### config.mk
export PLATFORM = sky130hd
export DESIGN_NAME = scroll_column_gen
export DESIGN_NICKNAME = d
export VERILOG_FILES = /design/src/rtl/scroll_pkg.sv /design/src/rtl/scroll_tick_gen.sv /design/src/rtl/scroll_column_gen.sv
export SDC_FILE = /design/constraint.sdc
export NUM_CORES = 1
export LEC_CHECK = 0
export CORE_ASPECT_RATIO = 1.5
export CORE_MARGIN = 4
export CORE_UTILIZATION = 48
export CTS_CLUSTER_DIAMETER = 30
export DETAILED_ROUTE_END_ITERATION = 12
export PLACE_DENSITY = 0.77
export SYNTH_ARGS = -nofsm -noshare
export SYNTH_HDL_FRONTEND = slang
export SYNTH_SLANG_ARGS = --single-unit
### constraint.sdc
create_clock -name clk -period 1.7 [get_ports clk]
set_input_delay 0.17 -clock clk [delete_from_list [all_inputs] [get_ports clk]]
set_output_delay 0.17 -clock clk [all_outputs]
set_load 0.02 [all_outputs]
### src/rtl/scroll_pkg.sv
// Shared constants and FSM state type for the scrolling-text column generator.
package scroll_pkg;

  localparam int unsigned CHAR_W    = 6;  // font columns plus one blank spacer
  localparam int unsigned FONT_COLS = 5;
  localparam int unsigned FONT_ROWS = 7;
  localparam int unsigned ASCII_W   = 7;
  localparam int unsigned ROW_W     = 3;
  localparam int unsigned SUB_W     = 3;

  // Sub-column index of the blank spacer that follows every glyph
  localparam logic [SUB_W-1:0] BLANK_SUB = SUB_W'(CHAR_W - 1);

  typedef enum logic [1:0] {
    FETCH   = 2'd0,
    BLANK   = 2'd1,
    PRESENT = 2'd2
  } scroll_state_e;

endpackage

### src/rtl/scroll_tick_gen.sv
// Scroll-rate prescaler: one-cycle tick every TICK_DIV clock cycles.
module scroll_tick_gen #(
  parameter int unsigned TICK_DIV = 1000000
) (
  input  logic clk_i,
  input  logic rst_i,
  output logic tick_o
);

  localparam int unsigned CNT_W = (TICK_DIV > 2) ? $clog2(TICK_DIV) : 1;

  logic [CNT_W-1:0] cnt_q;
  logic             tick_q;
  logic             wrap_c;

  assign wrap_c = (cnt_q == CNT_W'(TICK_DIV - 1));

  // Free-running counter 0..TICK_DIV-1 with a registered pulse at the wrap
  always_ff @(posedge clk_i or posedge rst_i) begin
    if (rst_i) begin
      cnt_q  <= '0;
      tick_q <= 1'b0;
    end else begin
      cnt_q  <= wrap_c ? '0 : cnt_q + CNT_W'(1);
      tick_q <= wrap_c;
    end
  end

  assign tick_o = tick_q;

endmodule

### src/rtl/scroll_column_gen.sv
// Column-stream generator for the scrolling-text OLED path: walks the message,
// addresses the font ROM row by row, and streams VIEW_COLS pixel columns per
// frame. The scroll offset only moves at frame boundaries so frames never tear.
// Optional feature: define SCROLL_PAUSE_EN to add a `pause` input that holds
// the scroll offset while frames keep streaming.
module scroll_column_gen
  import scroll_pkg::*;
#(
  parameter int unsigned MSG_LEN   = 5,
  parameter int unsigned VIEW_COLS = 96,
  parameter int unsigned TICK_DIV  = 1000000
) (
  input  logic                        clk,
  input  logic                        rst,
`ifdef SCROLL_PAUSE_EN
  input  logic                        pause,
`endif
  input  logic [ASCII_W*MSG_LEN-1:0]  msg,
  output logic [ASCII_W-1:0]          rom_char,
  output logic [ROW_W-1:0]            rom_row,
  input  logic [FONT_COLS-1:0]        rom_pixels,
  output logic [FONT_ROWS-1:0]        col_data,
  output logic                        col_valid,
  input  logic                        col_ready,
  output logic                        col_first
);

  localparam int unsigned CIDX_W = (MSG_LEN > 1) ? $clog2(MSG_LEN) : 1;
  localparam int unsigned X_W    = (VIEW_COLS > 1) ? $clog2(VIEW_COLS) : 1;

  // Strip position as character index plus sub-column (0..5)
  typedef struct packed {
    logic [CIDX_W-1:0] ch;
    logic [SUB_W-1:0]  sub;
  } pos_t;

  // Advance one strip column, wrapping the last character back to the first
  function automatic pos_t pos_inc(input pos_t p);
    pos_t r;
    r = p;
    if (p.sub == BLANK_SUB) begin
      r.sub = '0;
      r.ch  = (p.ch == CIDX_W'(MSG_LEN - 1)) ? '0 : p.ch + CIDX_W'(1);
    end else begin
      r.sub = p.sub + SUB_W'(1);
    end
    return r;
  endfunction

  scroll_state_e         state_q;
  pos_t                  pos_q;
  pos_t                  off_q;
  logic [X_W-1:0]        x_q;
  logic                  pend_q;
  logic [FONT_ROWS-1:0]  shift_q;
  logic [FONT_ROWS-1:0]  col_data_q;
  logic                  col_valid_q;
  logic                  col_first_q;
  logic [ROW_W-1:0]      rom_row_q;

  logic                  tick_c;
  logic                  pause_c;
  logic                  accept_c;
  logic                  frame_end_c;
  logic                  step_c;
  logic                  pend_d;
  logic                  pixel_c;
  logic [FONT_ROWS-1:0]  shift_d;
  pos_t                  off_d;
  pos_t                  pos_d;

  logic [ASCII_W-1:0]    msg_arr [MSG_LEN];

  // Unpack the flat message bus into per-character entries
  for (genvar i = 0; i < MSG_LEN; i++) begin : g_msg
    assign msg_arr[i] = msg[i*ASCII_W +: ASCII_W];
  end

`ifdef SCROLL_PAUSE_EN
  assign pause_c = pause;
`else
  assign pause_c = 1'b0;
`endif

  scroll_tick_gen #(
    .TICK_DIV (TICK_DIV)
  ) u_tick (
    .clk_i  (clk),
    .rst_i  (rst),
    .tick_o (tick_c)
  );

  // Handshake, frame-end and scroll-step decode plus next strip position
  always_comb begin
    accept_c    = 1'b0;
    frame_end_c = 1'b0;
    step_c      = 1'b0;
    off_d       = off_q;
    pos_d       = pos_q;
    pixel_c     = 1'b0;
    shift_d     = shift_q;

    accept_c    = (state_q == PRESENT) && col_valid_q && col_ready;
    frame_end_c = accept_c && (x_q == X_W'(VIEW_COLS - 1));
    step_c      = frame_end_c && pend_q && !pause_c;

    if (step_c) begin
      off_d = pos_inc(off_q);
    end

    if (frame_end_c) begin
      pos_d = off_d;
    end else if (accept_c) begin
      pos_d = pos_inc(pos_q);
    end

    if (state_q == FETCH) begin
      pixel_c = rom_pixels[SUB_W'(FONT_COLS - 1) - pos_q.sub];
    end
    // Row r lands in bit r after all seven rows have shifted in from the top
    shift_d = {pixel_c, shift_q[FONT_ROWS-1:1]};
  end

  // A tick raised on the frame-end cycle survives to the following frame end
  assign pend_d = (pend_q && !step_c) || tick_c;

  // Column FSM: fetch glyph rows or insert a blank, then present until accepted
  always_ff @(posedge clk or posedge rst) begin
    if (rst) begin
      state_q     <= FETCH;
      pos_q       <= '0;
      off_q       <= '0;
      x_q         <= '0;
      pend_q      <= 1'b0;
      shift_q     <= '0;
      col_data_q  <= '0;
      col_valid_q <= 1'b0;
      col_first_q <= 1'b0;
      rom_row_q   <= '0;
    end else begin
      pend_q <= pend_d;
      case (state_q)
        FETCH: begin
          shift_q <= shift_d;
          if (rom_row_q == ROW_W'(FONT_ROWS - 1)) begin
            col_data_q  <= shift_d;
            col_valid_q <= 1'b1;
            col_first_q <= (x_q == '0);
            rom_row_q   <= '0;
            state_q     <= PRESENT;
          end else begin
            rom_row_q <= rom_row_q + ROW_W'(1);
          end
        end
        BLANK: begin
          col_data_q  <= '0;
          col_valid_q <= 1'b1;
          col_first_q <= (x_q == '0);
          state_q     <= PRESENT;
        end
        PRESENT: begin
          if (accept_c) begin
            col_valid_q <= 1'b0;
            col_first_q <= 1'b0;
            pos_q       <= pos_d;
            off_q       <= off_d;
            x_q         <= frame_end_c ? '0 : x_q + X_W'(1);
            rom_row_q   <= '0;
            state_q     <= (pos_d.sub == BLANK_SUB) ? BLANK : FETCH;
          end
        end
        default: begin
          state_q <= FETCH;
        end
      endcase
    end
  end

  // The message is static outside reset, so this follows the registered index
  assign rom_char  = msg_arr[pos_q.ch];
  assign rom_row   = rom_row_q;
  assign col_data  = col_data_q;
  assign col_valid = col_valid_q;
  assign col_first = col_first_q;

endmodule

[Word-level counts from Yosys, hierarchy flattened]
Cells that the tools add are included.
Storage, ports and cells
  bits in registers: 62
  input bits: 43
  word-level logic and storage cells: 87
Operators by class
  add/sub/neg operators: 8
  order comparisons: 2
  eq/ne operators: 12
  muxes and demuxes: 30
  bitwise gates (word level): 1
  reduce and logical (&&, ||, !) cells: 20
Operators with widths (number)
  7-bit two-way mux: 4
  3-bit two-way mux: 8
  7-bit binary-select mux with 3-bit select: 1
  20-bit by 1-bit adder with 20-bit output (second input constant): 1
  20-bit equality test (second input constant): 1
  20-bit two-way mux: 1
  3-bit equality test (second input constant): 6
  6-bit two-way mux: 3
  3-bit by 1-bit adder with 3-bit output (second input constant): 5
  7-bit one-hot mux with 2 select lines: 1
  2-bit AND reduction: 4
  2-bit nonzero test: 4
  7-bit by 1-bit adder with 7-bit output (second input constant): 1
  7-bit equality test (second input constant): 1
  7-bit zero test: 1
  1-bit one-hot mux with 3 select lines: 2
  2-bit one-hot mux with 3 select lines: 1
  3-bit one-hot mux with 2 select lines: 1
  1-bit logical AND: 5
  1-bit two-way mux: 5
  4-bit >= comparator (second input constant): 1
  3-bit by 4-bit < comparator with 1-bit output (second input constant): 1
  2-bit two-way mux: 2
  3-bit inverter with 4-bit output: 1
  other kinds (12): 12

[Longest topological paths before layout]
Gate-level depths: netlist (run 1).
  depth after elaboration: 11
  depth in mapped cells: 9
  mapped depth without buffers: 7

[Cells and area by module]
A second synthesis (run 1) with hierarchy kept.
Unflattened totals
  cell total of the unflattened synthesis: 337
  area, all modules: 3405.8 um2
By module, submodules not included
  scroll_column_gen: times used 1, cells an instance 240, area each 2408.6 um2
  scroll_tick_gen: times used 1, cells an instance 97, area each 997.2 um2

[Worst setup path before layout (run 1)]
No wires, ideal clock.
  path kind: reg2reg
  start: register state_q[0]
  end: register off_q[1] (netlist name)
  arrival: 1.629 ns
  path slack: -0.053 ns
  cell stages (with the launch flop): 9
  clock period less this slack: 1.753 ns
  path through: dfrtp_1 > inv_1 > ha_1 > buf_4 > and3_1 > clkbuf_1 > nand2_1 > nor2_1 > mux2_2
On the way
  longest elaborated chain between the ends: 6
  elaborated cells between the ends (all ways): 7
RTL lines
  start, declared: line scroll_column_gen.sv:50  | scroll_state_e state_q;
  start signal, assigned: line scroll_column_gen.sv:169  | state_q <= (pos_d.sub == BLANK_SUB) ? BLANK : FETCH;
  2-bit equality test (*): line scroll_column_gen.sv:103, scroll_column_gen.sv:142
  1-bit logical AND (2 in a row): line scroll_column_gen.sv:103  | accept_c = (state_q == PRESENT) && col_valid_q && col_ready;
  1-bit logical AND: line scroll_column_gen.sv:104  | frame_end_c = accept_c && (x_q == X_W'(VIEW_COLS - 1));
  1-bit logical AND: line scroll_column_gen.sv:105  | step_c = frame_end_c && pend_q && !pause_c;
  6-bit two-way mux: line scroll_column_gen.sv:107  | if (step_c) begin
  end signal, assigned: line scroll_column_gen.sv:132  | off_q <= '0;
  end signal, assigned: line scroll_column_gen.sv:166  | off_q <= off_d;
  end, declared: line scroll_column_gen.sv:52  | pos_t off_q;
Mark *: on every way between the ends. The rest lies on a longest branch, timed or not.
A chain may end at the register's enable or synchronous reset.

[Worst setup path in the final report (run 1)]
  start: register pos_q[3] (netlist name)
  end: output rom_char[1]
On the way
  longest elaborated chain between the ends: 4
RTL lines
  start, declared: line scroll_column_gen.sv:51  | pos_t pos_q;
  start signal, assigned: line scroll_column_gen.sv:165  | pos_q <= pos_d;
  3-bit inverter with 4-bit output (implied by the code): line scroll_column_gen.sv:180  | assign rom_char = msg_arr[pos_q.ch];
  7-bit binary-select mux with 3-bit select: line scroll_column_gen.sv:180
  7-bit two-way mux (implied by the code) (2 in a row): line scroll_column_gen.sv:180
  end, declared: line scroll_column_gen.sv:19  | output logic [ASCII_W-1:0] rom_char,
Every way passes these cells. The select of a mux whose other input is x is not followed.

==> impl_metrics.csv, run 1 <==
group,metric,value,unit
cells_and_area,fillers,548,
timing,period_needed,1.849,ns
setup_path,crit_type,"reg -> out",
setup_path,path_cells,"mux4_2 -> inv_2 -> o21ai_1 -> buf_4",
yosys,ys_ff_latch,61,
timing,slew_viol_final,0,
drt,postRouteAntennaNets,0,
cells_and_area,area_growth,34.33,%
global_route,grt_max_degree,62,
placed_design,placed_cells,500,
placed_design,hpwl,5582,um
cells_and_area,antenna_cells,0,
die,start_util,49.25,%
yosys,syn_avg_cell_area,9.875,sq um
timing,grt_setup_unrepaired,"yes",
clock_network,numCtsBuffers,9,
drt,drc,0,
setup_path,slowest_delay,0.55,ns
cells_and_area,final_core_util,66.15,%
timing,finalSetupViolCount,7,
setup_path,cpLargestDelayFamily,"multiplexers",
timing,relSlewSlack,64.21,%
clock_network,cts_sinks,61,
yosys,ys.flop_type,"dfrtp_1",
drt,drt-initial-drc-count,117,
yosys,ys_seq_area_share,44.94,%
cells_and_area,final_cell_mix,"dfrtp_1, clkdlybuf4s50_1, nand2_1, buf_4, o21ai_0",
drt,route.detailed.vias_per_inst,5.515,
timing,fin_ws,-0.1495,ns
drt,vias,2868,
yosys,synth_edf_count,0,
yosys,synth.distinct_cells,45,
timing,clock_skew,0.008305,ns
setup_path,slowest_stage,"mux4_2",
power,peakVddDrop,0.0009380,V
setup_path,worstSetupEndpointType,"output port",
cells_and_area,stdcell_count,520,
cells_and_area,layout_commonest_cell,"dfrtp_1",
drt,drt_wl_total,7674,um
power,p_leak,2.080,nW
die,core-area,6898,sq um
min_path,hold_path_class,"in -> async",
setup_path,cp_max_fo,8,
setup_path,worst-path-buf-inv,2,
setup_path,path_depth,4,
clock_network,clkLatencyLatePin,0.33,ns
drt,drt-wirelength-per-cell,14.76,um
yosys,async_reset_ff_share,100.0,%
timing,worstMarginPinSlew,0.5368,ns
cells_and_area,drive_above_1_share,22.17,%
clock_network,cts_buffer_depth,2,
global_route,grt_use_total,18.29,%
clock_network,cts_root_buf,"clkbuf_8",
timing,final-hold-violation-count,0,
clock_network,clk_pin_slew,0.06,ns
global_route,grt_overflow,0,
setup_path,reg2regPathDepth,6,
die,pin_count,62,
global_route,grt_first_pass_wirelength,12840,um
power,finalPower,5.403,mW
timing,period_share,108.8,%
cells_and_area,final_nets,496,
yosys,syn_inst,344,
run_status,status,"finished, violations left",
setup_path,arrival,1.68,ns
die,num_rows,37,
clock_network,htreeDepth,3,
placed_design,io_buffers,61,
timing,clock.fmax,0.5407,GHz
placed_design,gp_congestion,0.7731,
drt,drt_pass1_iterations,5,
global_route,grt_pass1_vias,2844,
placed_design,dp_slack,-0.3410,ns
run_status,violations,"negative setup slack",
global_route,grt_antenna_before_repair,0,
clock_network,cts_tree,"yes",
yosys,syn-cell-area,3397,sq um
setup_path,worst_ep_required_time,1.53,ns
yosys,ys_warn_count,0,
setup_path,start_kind,"flip-flop",
job,drv_cap,0,
die,die_w,76.69,um
power,pwr_density_cell,1184,nW/um^2
die,dieArea,8515,sq um
die,fp.dieH,111.0,um
yosys,syn_nets,401,
-- worst reg2reg max path: stages, from the launching register on --
cell,delay [ns]
dfrtp_1,0.38
ha_2,0.20
nand2_2,0.08
or3_4,0.42
nor3_4,0.33
a21oi_2,0.09
a21oi_2,0.10
-- report_power, final --
group	total (mW)	internal [mW]	switching (mW)	leakage, nW
registers	2.08	1.76	0.324	0.779
logic	2.22	1.15	1.07	1.21
clock network	1.10	0.588	0.511	0.0881
total	5.40	3.50	1.91	2.08
-- area by class of cell --
cell class              instances  area (sq um)  share of cell area [%]
repair buffers                 94         859.6                   18.84
well taps                      78         97.59                   2.139
clock inverters                 2         10.01                  0.2194
clock buffers                  12         155.1                   3.400
flip-flops and latches         61          1529                   33.51
inverters                      24         90.09                   1.974
multi-input cells             249          1822                   39.92
-- kinds of logic after synthesis --
logic type,Yosys count,synth area share (%)
buffers and inverters,35,4.346
AND/OR/NAND/NOR,130,19.85
AO/OA/AOI/OAI,60,10.35
multiplexers,21,9.429
flip-flops,61,44.94
XOR/XNOR,23,5.930
adder cells (fa/ha/maj),14,5.157
-- state kept, by name (all words and copies together), names as in the netlist --
signal,flops
off_q,6
u_tick.cnt_q,20
col_data,7
shift_q,6
x_q,7
state_q,2
col_valid,1
rom_row,3
pend_q,1
col_first,1
pos_q,6
u_tick.tick_o,1
-- path summary, 6_finish.rpt --
path,from,slack [ns],to
max,pos_q[3],-0.15,rom_char[1]
min,rst,0.21,u_tick.cnt_q[1]
max reg2reg,x_q[1],0.02,off_q[5]
min reg2reg,u_tick.tick_o,0.44,pend_q
max in group asynchronous,rst,1.18,pos_q[4]
min in group clk,u_tick.tick_o,0.44,pend_q
-- cells in the mapped netlist (all sizes together) (6+ instances only) --
master  count  area, sq um
nand4       6        37.54
o31ai       6        45.04
o21ai      32        160.2
inv        24        90.09
xor2        8        70.07
a21oi       9        45.04
mux2        8        90.09
nand2      39        146.4
nand2b      8        50.05
nand3      24        130.1
dfrtp      61         1526
nor2       24        90.09
buf         6        38.79
mux4        8        180.2
ha         14        175.2
xnor2      15        131.4
-- repair_timing --
action / 4_1_cts / 5_1_grt
pin swaps: 0 / 10
setup endpoints to repair: 12 / 27
resized for setup: 44 / 30
setup buffers: 0 / 5
cloned: 0 / 1
hold buffers: 0 / 0
-- per-layer routing --
| metal | routed length (um) | global-route usage, % | vias up |
|---|---|---|---|
| met5 | 0 | 0 | - |
| met4 | 87 | 7.739 | 0 |
| met3 | 304 | 3.252 | 7 |
| met2 | 4075 | 31.72 | 70 |
| met1 | 3206 | 22.07 | 1399 |
| li1 | - | - | 1392 |
-- through the flow --
step,cell area [sq um],hold slack (ns),setup TNS (ns)
global route,4563,0.2799,-1.857
finish,4563,0.2132,-1.012
floorplan,3398,0.3574,0
detailed placement,4270,0.4313,-2.371
CTS,4422,0.2356,-1.198
global placement,4270,0.4093,-2.006
(Power assumes the default switching activity.)
==> inputs of run 2 (changes only) <==
CORE_UTILIZATION = 49   (was 48)
CTS_BUF_LIST = sky130_fd_sc_hd__clkbuf_4   (was default)
PLACE_DENSITY = 0.78   (was 0.77)
==> impl_metrics.csv, run 2 (synthesis results as in run 1) <==
group,metric,value,unit
cells_and_area,final_cell_mix,"dfrtp_1, clkdlybuf4s50_1, nand2_1, buf_4, o21ai_0",
power,p_leak,2.112,nW
setup_path,start_kind,"flip-flop",
power,clkPwrFrac,15.7,%
clock_network,htreeDepth,3,
timing,fin_ws,-0.2495,ns
setup_path,cp-startpoint,"pos_q[3]",
drt,drt_wl_total,7824,um
cells_and_area,seqCellArea,1529,sq um
cells_and_area,antenna_cells,0,
drt,drt_pass1_iterations,4,
die,core-area,6621,sq um
timing,final-hold-violation-count,0,
die,start_util,51.30,%
global_route,grt_antenna_before_repair,0,
timing,finalSetupViolCount,8,
global_route,grt_max_degree,28,
cells_and_area,area_growth,36.06,%
global_route,grt_first_pass_wirelength,13420,um
die,dieArea,8356,sq um
cells_and_area,stdcell_count,527,
drt,vias,2880,
global_route,grt_use_total,19.70,%
timing,grt_setup_unrepaired,"yes",
job,drv_cap,0,
placed_design,placed_cells,499,
power,switching_power,1.963,mW
placed_design,dp_slack,-0.3473,ns
setup_path,worst_ep_required_time,1.53,ns
clock_network,cts_sinks,61,
timing,period_needed,1.949,ns
cells_and_area,regMostFlops,"u_tick.cnt_q",
timing,relSlewSlack,68.06,%
drt,drt-initial-drc-count,149,
global_route,grt_pass1_vias,3006,
drt,postRouteAntennaNets,0,
timing,tns,-1.543,ns
placed_design,hpwl,5693,um
cells_and_area,final_nets,504,
power,switching_share,37.05,%
setup_path,r2r-end,"off_q[3]",
clock_network,cts_buffer_depth,2,
setup_path,arrival,1.78,ns
timing,clock.fmax,0.5130,GHz
setup_path,endpoint,"rom_char[0]",
setup_path,r2r_setup_slack,-0.03,ns
timing,clock_skew,0.01318,ns
die,num_rows,36,
run_status,status,"finished, violations left",
cells_and_area,largest_reg_flops,20,
timing,period_share,114.7,%
setup_path,r2r_start,"x_q[1]",
power,peakVddDrop,0.0009267,V
timing,worstMarginPinSlew,0.4791,ns
drt,drt-wirelength-per-cell,14.85,um
power,pwr_density_cell,1146,nW/um^2
cells_and_area,layout_commonest_cell,"dfrtp_1",
clock_network,clk_pin_slew,0.10,ns
cells_and_area,drive_above_1_share,25.72,%
clock_network,cts_root_buf,"clkbuf_4",
clock_network,cts_tree,"yes",
placed_design,io_buffers,61,
power,seq_power_share,38.8,%
timing,slew_viol_final,0,
drt,route.detailed.vias_per_inst,5.465,
die,fp.dieH,110.0,um
power,finalPower,5.299,mW
setup_path,cp_max_fo,4,
setup_path,reg2regPathDepth,7,
die,die_w,75.99,um
run_status,violations,"negative setup slack",
clock_network,clkLatencyLatePin,0.40,ns
global_route,grt_overflow,0,
die,pin_count,62,
cells_and_area,multi_input_area,1849,sq um
setup_path,crit_type,"reg -> out",
setup_path,worstSetupEndpointType,"output port",
min_path,hold_path_class,"in -> async",
cells_and_area,fillers,504,
placed_design,gp_congestion,0.7891,
power,comb_power_share,45.6,%
drt,drc,0,
power,p_int,3.336,mW
clock_network,numCtsBuffers,9,
run 2: cell count changes in the layout (fill, tap and decap cells not counted), moves of 3 or more:
cell | previous run | this run
clkbuf_4 | 0 | 12
clkbuf_8 | 11 | 0
nand3_2 | 1 | 4
buf_6 | 3 | 6
nor2_2 | 0 | 3
nor2_1 | 23 | 20
run 2: layout make-up:
type                    count  area share [%]
clock buffers              12           1.949
multi-input cells         249           40.01
flip-flops and latches     61           33.08
clock inverters             3          0.2978
repair buffers            102           20.66
well taps                  76           2.057
inverters                  24           1.949
run 2: per-layer routing:
metal | routed length, um | GRT usage (%)
met2 | 4016 | 35.17
met4 | 124 | 8.270
met5 | 0 | 0
met3 | 370 | 4.715
met1 | 3313 | 22.55
run 2: worst max-delay path: stages, from the launching register on:
cell     delay [ns]
dfrtp_2        0.43
buf_12         0.12
buf_6          0.08
mux4_2         0.49
inv_2          0.07
o21ai_2        0.05
buf_6          0.14
run 2: per-stage QoR:
stage / utilization, % / instance area [sq um] / hold slack, ns
detailed placement: 64.76 / 4288 / 0.4149
global route: 69.80 / 4622 / 0.08623
finish: 69.80 / 4622 / 0.06009
floorplan: - / 3398 / 0.3574
CTS: 66.84 / 4425 / 0.04291
global placement: 64.76 / 4288 / 0.4101
run 2: worst min-delay path by stage:
stage                  endpoint  depth (start not counted)  slack (ns)
6_report       u_tick.cnt_q[13]                          2        0.06
5_1_grt         u_tick.cnt_q[0]                          2        0.09
4_1_cts        u_tick.cnt_q[13]                          2        0.04
3_5_place_dp             pend_q                          1        0.41
3_3_place_gp             pend_q                          1        0.41
2_1_floorplan         col_valid                          3        0.36
run 2: timing repair:
item | 4_1_cts | 5_1_grt
setup buffers | 6 | 6
hold endpoints to repair | 0 | 0
pin swaps | 0 | 12
gates cloned | 0 | 1
setup endpoints to repair | 15 | 30
hold buffers | 0 | 0
resized for setup | 41 | 45
run 2: power groups by stage:
stage | registers (mW) | logic (mW) | clock network [mW]
3_5_place_dp | 2.09 | 2.20 | 0
2_1_floorplan | 2.15 | 1.21 | 0
3_3_place_gp | 2.07 | 2.13 | 0
4_1_cts | 2.04 | 2.27 | 0.864
5_1_grt | 2.09 | 2.65 | 0.919
6_report | 2.05 | 2.41 | 0.830
==> inputs of run 3 (changes only) <==
CORE_UTILIZATION = 59   (was 49)
PLACE_DENSITY = 0.88   (was 0.78)
SLEW_MARGIN = 10   (was default)
clock period = 2.25 ns   (was 1.7 ns; I/O delays follow)
==> impl_metrics.csv, run 3 (synthesis results as in run 1) <==
group,metric,value,unit
run_status,status,"finished clean",
cells_and_area,final_core_util,76.30,%
clock_network,cts_hold_buf,0,
cells_and_area,area_growth,24.27,%
clock_network,cts_sinks,61,
power,pwr_density_cell,868.3,nW/um^2
cells_and_area,fillers,398,
die,dieArea,7061,sq um
drt,vias,2780,
placed_design,postPlaceCellArea,4110,sq um
timing,final-hold-violation-count,0,
placed_design,gp_congestion,0.8479,
clock_network,cts_buffer_depth,2,
clock_network,clkLatencyLatePin,0.40,ns
cells_and_area,stdcell_count,489,
setup_path,worst-path-buf-inv,3,
cells_and_area,drive_above_1_share,11.46,%
timing,relSlewSlack,67.66,%
setup_path,arrival,1.91,ns
global_route,grt_overflow,0,
cells_and_area,antenna_cells,0,
timing,tns,0,ns
die,die_w,69.96,um
drt,drt_pass1_iterations,4,
global_route,grt_max_degree,62,
global_route,grt_pass1_vias,2910,
clock_network,htreeDepth,3,
setup_path,worstSetupEndpointType,"output port",
drt,drt-initial-drc-count,96,
cells_and_area,final_cell_mix,"dfrtp_1, clkdlybuf4s50_1, nand2_1, o21ai_0, nor2_1",
cells_and_area,layout_commonest_cell,"dfrtp_1",
timing,grt_setup_unrepaired,"yes",
die,start_util,61.40,%
timing,finalSetupViolCount,0,
die,num_rows,33,
cells_and_area,regMostFlops,"u_tick.cnt_q",
placed_design,placed_cells,472,
placed_design,dp_slack,0.09681,ns
placed_design,io_buffers,61,
setup_path,crit_type,"reg -> out",
cells_and_area,largest_reg_flops,20,
setup_path,slowest_stage,"mux4_2",
die,fp.dieH,100.9,um
drt,route.detailed.vias_per_inst,5.685,
timing,clock.fmax,0.4692,GHz
drt,drc,0,
min_path,hold_path_class,"in -> async",
setup_path,slowest_delay,0.49,ns
timing,holdWs,0.1969,ns
timing,fin_ws,0.1187,ns
setup_path,cpLargestDelayFamily,"buffers and inverters",
timing,period_share,94.73,%
drt,drt-wirelength-per-cell,14.76,um
setup_path,cp_max_fo,4,
global_route,grt_first_pass_wirelength,13010,um
power,p_leak,1.899,nW
setup_path,path_cells,"buf_4 -> mux4_2 -> inv_1 -> o21ai_0 -> dlygate4sd2_1",
setup_path,cp-startpoint,"pos_q[3]",
timing,clock_skew,0.01152,ns
power,finalPower,3.666,mW
global_route,grt_use_total,23.24,%
timing,period_needed,2.131,ns
clock_network,cts_tree,"yes",
power,peakVddDrop,0.0008257,V
cells_and_area,final_nets,473,
drt,drt_wl_total,7216,um
clock_network,cts_root_buf,"clkbuf_4",
setup_path,start_kind,"flip-flop",
setup_path,r2r_start,"state_q[0]",
timing,slew_viol_final,0,
die,pin_count,62,
drt,postRouteAntennaNets,0,
global_route,grt_antenna_before_repair,0,
placed_design,hpwl,5439,um
job,drv_cap,0,
timing,worstMarginPinSlew,0.4807,ns
setup_path,worst_ep_required_time,2.03,ns
clock_network,numCtsBuffers,9,
clock_network,clk_pin_slew,0.09,ns
cells_and_area,finish.instance_area,4222,sq um
die,core-area,5533,sq um
[run 3: routing by layer]
metal	global-route usage, %	wire, um	vias to the layer above	share of wire [%]
met3	5.190	404	18	5.6
li1	-	-	1346	-
met5	0	0	-	0
met4	11.65	183	0	2.5
met1	27.63	2973	1324	41
met2	39.55	3653	92	51
[run 3: worst paths after layout]
path                            slack [ns]  cells after the start          endpoint
worst max-delay path                  0.12                      5       rom_char[6]
min in group clk                      0.45                      1            pend_q
worst min-delay path                  0.20                      3        shift_q[5]
worst max register to register        0.33                      7        state_q[0]
worst min register to register        0.45                      1            pend_q
max in group asynchronous             1.77                      3  u_tick.cnt_q[15]
[run 3: layout make-up]
type	instances	area, sq um	share of cell area [%]
multi-input combinational	248	1723	40.81
sequential	61	1529	36.22
timing repair buffer	72	699.4	16.57
inverter	24	90.09	2.134
tap	70	87.58	2.075
clock buffer	10	75.07	1.778
clock inverter	4	17.52	0.4149
[run 3: worst register-to-register path, delay by kind of cell, from the launching register on]
| kind | cells | cell delay (ns) |
|---|---|---|
| AO/OA/AOI/OAI | 3 | 0.46 |
| flip-flops | 1 | 0.43 |
| adder cells (fa/ha/maj) | 1 | 0.32 |
| buffers and inverters | 2 | 0.31 |
| AND/OR/NAND/NOR | 1 | 0.30 |
[run 3: power by group]
part / internal [mW] / switching [mW] / total [mW]
logic: 0.769 / 0.761 / 1.53
registers: 1.33 / 0.236 / 1.56
clock network: 0.217 / 0.356 / 0.572
total: 2.31 / 1.35 / 3.67
[run 3: what timing repair did]
item | in CTS | in global routing
buffers inserted | 3 | 0
resized for setup | 9 | 4
setup endpoints to repair | 7 | 4
